`src/rtl/rps_arbiter.sv`:
```
// rps_arbiter: rotating-priority arbiter, NUM_REQ requesters.
// Free-running or round-robin pointer, per-requester grant lock.
module rps_arbiter #(
  parameter int NUM_REQ = 4,
  localparam int PTR_W = $clog2(NUM_REQ)
) (
  input  logic               clock,
  input  logic               reset,
  input  logic [NUM_REQ-1:0] req,
  input  logic [NUM_REQ-1:0] lock,
  input  logic               en,
  input  logic               mode,
  output logic [NUM_REQ-1:0] gnt,
  output logic [PTR_W-1:0]   gnt_idx,
  output logic               gnt_valid,
  output logic [PTR_W-1:0]   count
);

  localparam logic [PTR_W-1:0] LAST = PTR_W'(NUM_REQ - 1);

  logic [PTR_W-1:0]   ptr;
  logic [PTR_W-1:0]   ptr_n;
  logic [PTR_W-1:0]   win;
  logic [PTR_W-1:0]   idx_n;
  logic [NUM_REQ-1:0] gnt_n;
  logic               valid_n;
  logic               found;
  logic               held;
  logic               sel_scan;
  logic               sel_none;

  function automatic logic [PTR_W-1:0] wrap_inc(
    input logic [PTR_W-1:0] p
  );
    return (p == LAST) ? '0 : p + 1'b1;
  endfunction

  // gnt is one-hot, so any live bit of gnt&req&lock is the held grant
  assign held     = en & |(gnt & req & lock);
  assign sel_scan = en & ~held & found;
  assign sel_none = ~held & ~sel_scan;
  assign count    = ptr;

  // circular scan from ptr for the first active request
  always_comb begin
    win   = '0;
    found = 1'b0;
    for (int k = 0; k < NUM_REQ; k++) begin
      int j;
      j = int'(ptr) + k;
      if (j >= NUM_REQ) j = j - NUM_REQ;
      if (!found && req[PTR_W'(j)]) begin
        found = 1'b1;
        win   = PTR_W'(j);
      end
    end
  end

  // next grant and pointer selection
  always_comb begin
    gnt_n   = '0;
    idx_n   = gnt_idx;
    valid_n = 1'b0;
    ptr_n   = ptr;
    unique case (1'b1)
      held: begin
        gnt_n   = gnt;
        valid_n = 1'b1;
      end
      sel_scan: begin
        gnt_n[win] = 1'b1;
        idx_n      = win;
        valid_n    = 1'b1;
      end
      sel_none: ;
      default: ;
    endcase
    if (!mode)
      ptr_n = wrap_inc(ptr);
    else if (sel_scan)
      ptr_n = wrap_inc(win);
  end

  // registered grant outputs and pointer
  always_ff @(posedge clock) begin
    if (reset) begin
      ptr       <= '0;
      gnt       <= '0;
      gnt_idx   <= '0;
      gnt_valid <= 1'b0;
    end else begin
      ptr       <= ptr_n;
      gnt       <= gnt_n;
      gnt_idx   <= idx_n;
      gnt_valid <= valid_n;
    end
  end

endmodule

```
`config.mk`:
```
export PLATFORM = sky130hd
export DESIGN_NAME = rps_arbiter
export DESIGN_NICKNAME = d
export VERILOG_FILES = /design/src/rtl/rps_arbiter.sv
export SDC_FILE = /design/constraint.sdc
export NUM_CORES = 1
export LEC_CHECK = 0
export ABC_AREA = 0
export CAP_MARGIN = 30
export CORE_MARGIN = 10
export CORE_UTILIZATION = 40
export CTS_BUF_LIST = sky130_fd_sc_hd__clkbuf_8
export CTS_CLUSTER_DIAMETER = 60
export DETAILED_ROUTE_END_ITERATION = 10
export PLACE_DENSITY = 0.74
export SLEW_MARGIN = 20
export SYNTH_ARGS = -nofsm -noshare
export SYNTH_HDL_FRONTEND = slang
export SYNTH_SLANG_ARGS = --single-unit
```
`constraint.sdc`:
```
create_clock -name clock -period 2.25 [get_ports clock]
set_input_delay 0.5625 -clock clock [delete_from_list [all_inputs] [get_ports clock]]
set_output_delay 0.5625 -clock clock [all_outputs]
set_load 0.005 [all_outputs]
```
==> impl_results.rst, run 1 <==
.. list-table::
   :header-rows: 1

   * - Metric
     - Value
   * - Total via count in the routed design
     - 585
   * - Run status
     - finished clean
   * - First-pass GRT wire length
     - 2.75 mm
   * - Pre-CTS worst setup slack
     - -0.151 ns
   * - Post-CTS setup buffer count
     - 0
   * - Mapped Nets
     - 82
   * - Die width
     - 56.8 um
   * - First-iteration detailed-routing DRC count
     - 8
   * - Final number of hold-violating endpoints
     - 0
   * - Routed wirelength normalized by instance count
     - between 10 and 15 um
   * - Sink Count
     - 9
   * - Yosys top cell by area
     - dfxtp_1
   * - Inserted Diodes
     - 0
   * - Library cells used by synthesis
     - 26
   * - Maximum root-to-sink buffer count
     - 2
   * - Summed negative setup slack over all endpoints
     - 0 ns
   * - TritonCTS buffer count
     - 3
   * - Final layout net count
     - about 120
   * - Portion of the post-synthesis area used by sequential elements
     - around a third
   * - Via count of the first global-routing pass
     - about 580
   * - Starting density of the core
     - between 40 and 50%
   * - Min setup slack post-route
     - 0.114 ns
   * - Insertion delay to the later sink of the worst-skew pair
     - 0.23 ns
   * - Avg Cell Area, Syn
     - 8.23 um2
   * - Finished Cell Area
     - between 900 and 1000 um2
   * - Share of the synthesized area in the top cell type
     - 33.2%
   * - Worst slew margin relative to its limit
     - 75.2%
   * - Master cell of the clock root buffer
     - clkbuf_8
   * - Vias per std cell
     - 5.09
   * - Count of placed standard cells including taps
     - around 110
   * - Critical path endpoint category
     - register
   * - Final-layout fill cell count
     - slightly above 100
   * - Number of top-level pins
     - 21
   * - Cell Rows
     - 13
   * - Summed instance area of the synthesized netlist
     - 543 um2
   * - Multi-input combinational cell area
     - about 350 um2
   * - Clock tree from TritonCTS
     - built
   * - Data arrival, critical path
     - 2.29 ns
   * - RSZ-0062 raised after global routing
     - false
   * - Data required time at the worst endpoint
     - 2.40 ns
   * - Largest clock skew in the final design
     - 0.000157 ns
   * - Routability cong.
     - between 0.7 and 0.8
   * - Sum of overflow across all layers after global routing
     - 0
   * - CTS HTree Levels
     - 1
   * - Instance count of the mapped netlist
     - 66
   * - Max Freq
     - roughly 0.47 GHz
   * - Final antenna-violating net count
     - 0
   * - Number of cells in the finished layout apart from fillers
     - 115
   * - Placeable Area
     - 1280 um2
   * - Total Die Area
     - 3230 um2
   * - Minimum clock period after layout
     - 2.14 ns
   * - Highest net fanout along the worst path
     - 4
   * - Type of the worst setup path
     - in -> reg
   * - Part of the cycle the worst path needs
     - a little over nine tenths
   * - Fraction of layout cells with a size suffix above 1
     - 23.0%
   * - Detailed Routing Iterations Pass 1
     - 4
   * - Crit start category
     - primary input
   * - GRT Util Overall
     - 10.4%
   * - Leak
     - around 0.39 nW
   * - Transition time at the pin with the least slew margin
     - 0.371 ns
   * - Reg clk slew, reported paths
     - 0.04 ns
   * - Chip height
     - 56.8 um
   * - Antenna violations before repair
     - 0
   * - Synth Register Bits
     - 9
   * - Final Hold Slack
     - 0.495 ns
   * - Total Power
     - 0.510 mW
   * - Hold WC Path Type
     - reg -> reg
   * - Detailed placer's ending HPWL
     - roughly 1.2 mm
   * - Yosys warnings
     - 0
   * - Number of pins with negative max-slew slack in the final report
     - 0
   * - Wire length after detailed routing
     - between 1.5 and 2 mm
   * - Final setup vio count
     - 0
   * - Area taken by flip-flops and latches
     - 180 um2
   * - Post-place instance area
     - 845 um2
   * - # Max-Cap Violations
     - 0
   * - Cell types with the largest area share after synthesis
     - dfxtp_1 (33%), ha_1 (9.2%), nor2_1 (6.9%)
   * - Final Core Density
     - between 70% and 80%
   * - Count of unresolved DRC violations after routing
     - 0
   * - Maximum vdd drop
     - 482 uV
   * - Cell area power density
     - approximately 560 nW/um2
   * - Pin count of the biggest net entering global routing
     - 10
   * - Area Overhead vs Synth
     - 66.4%
   * - Number of port buffers
     - 20
[power by group]
part | switching, mW | total [mW] | internal (mW)
logic | 0.0600 | 0.147 | 0.0865
clock network | 0.0602 | 0.179 | 0.118
registers | 0.0126 | 0.185 | 0.172
[cells in the final DEF (no fill, tap or decap)]
cell             Yosys  layout
a21oi_1              4       4
a21oi_2              1       1
a22oi_1              4       4
a311oi_2             0       1
a31oi_1              2       2
and2_4               1       1
buf_4                0      12
clkbuf_8             0       3
clkdlybuf4s50_1      0      20
dfxtp_1              9       9
ha_1                 4       4
inv_1                4       5
mux2i_1              3       3
nand2_1              3       3
nand2_2              1       1
nand2b_1             2       2
nand3_1              4       4
nand3b_1             2       2
nand4_1              1       1
nor2_1              10      10
nor3_4               0       1
o211ai_1             1       1
o21a_1               1       1
o21ai_0              2       2
o2bb2a_2             0       1
or2_2                1       1
or4_4                1       1
[timing repair]
| item | in CTS | in global routing |
|---|---|---|
| endpoints found under the setup margin | 0 | 6 |
| hold buffers | 0 | 0 |
| resized for setup | 0 | 3 |
[synth_stat cells]
| library cell | n |
|---|---|
| or4_4 | 1 |
| nand2b_1 | 2 |
| a21oi_1 | 4 |
| buf_1 | 1 |
| a22oi_1 | 4 |
| nand2_1 | 3 |
| dfxtp_1 | 9 |
| a21oi_2 | 1 |
| nor3_2 | 1 |
| o21ai_0 | 2 |
| a311oi_1 | 1 |
| nor2_1 | 10 |
| nand3_1 | 4 |
| o211ai_1 | 1 |
| ha_1 | 4 |
| o2bb2a_1 | 1 |
| and2_4 | 1 |
| nand4_1 | 1 |
| nand2_2 | 1 |
| or2_2 | 1 |
| a31oi_1 | 2 |
| o21a_1 | 1 |
| mux2i_1 | 3 |
| clkbuf_1 | 1 |
| nand3b_1 | 2 |
| inv_1 | 4 |
[worst paths after layout]
kind / start / to / slack (ns) / cells past startpoint
setup / recovery: req[0] / count[1] / 0.11 / 7
hold / removal: gnt_idx[0] / gnt_idx[0] / 0.49 / 2
setup reg to reg: count[1] / count[1] / 0.44 / 8
hold reg to reg: gnt_idx[0] / gnt_idx[0] / 0.49 / 2
[worst max-delay path, stage by stage]
cell and delay, ns:
clkdlybuf4s50_1 0.46, or4_4 0.56, nand2_1 0.13, inv_1 0.07, ha_1 0.27, nand4_1 0.08
a31oi_1 0.16
[layer usage]
metal	wire length (um)	up-vias	GRT usage (%)
met5	0	-	0
met4	0	0	2.01
met3	148	0	6.29
met2	773	18	17.1
met1	657	261	11.2
li1	-	306	-
[state kept, by name, summed over array words and instances, names as in the netlist]
name and flops:
gnt 4, count 2, gnt_idx 2, gnt_valid 1
[final cells by class]
type	instances	share of cell area, %
well taps	15	2.08
inverters	4	1.66
clock inverters	1	0.416
repair buffers	32	32.1
multi-input cells	51	39.2
clock buffers	3	4.57
flip-flops and latches	9	19.9
[cells by family (layout without fill, tap and decap cells)]
| family | count (synthesis) | after routing | share of synthesized area, % |
|---|---|---|---|
| AOI/OAI and AO/OA | 17 | 17 | 21.2 |
| buffers and inverters | 6 | 40 | 4.15 |
| DFF | 9 | 9 | 33.2 |
| muxes | 3 | 3 | 5.53 |
| adders and majority gates | 4 | 4 | 9.22 |
| and+or+nand+nor | 27 | 27 | 26.7 |
No activity file was read; power rests on OpenSTA's default activity.
==> inputs of run 2 (changes only) <==
Settings changed: SKIP_LAST_GASP set to 1.
==> results of run 2 <==
No change in the layout: final DEF, timing and power equal those of run 1.
==> inputs of run 3 (changes only) <==
Settings changed: GPL_TIMING_DRIVEN set to 1, SKIP_CTS_REPAIR_TIMING set to 1.
==> results of run 3 <==
No change in the layout: final DEF, timing and power equal those of run 1.
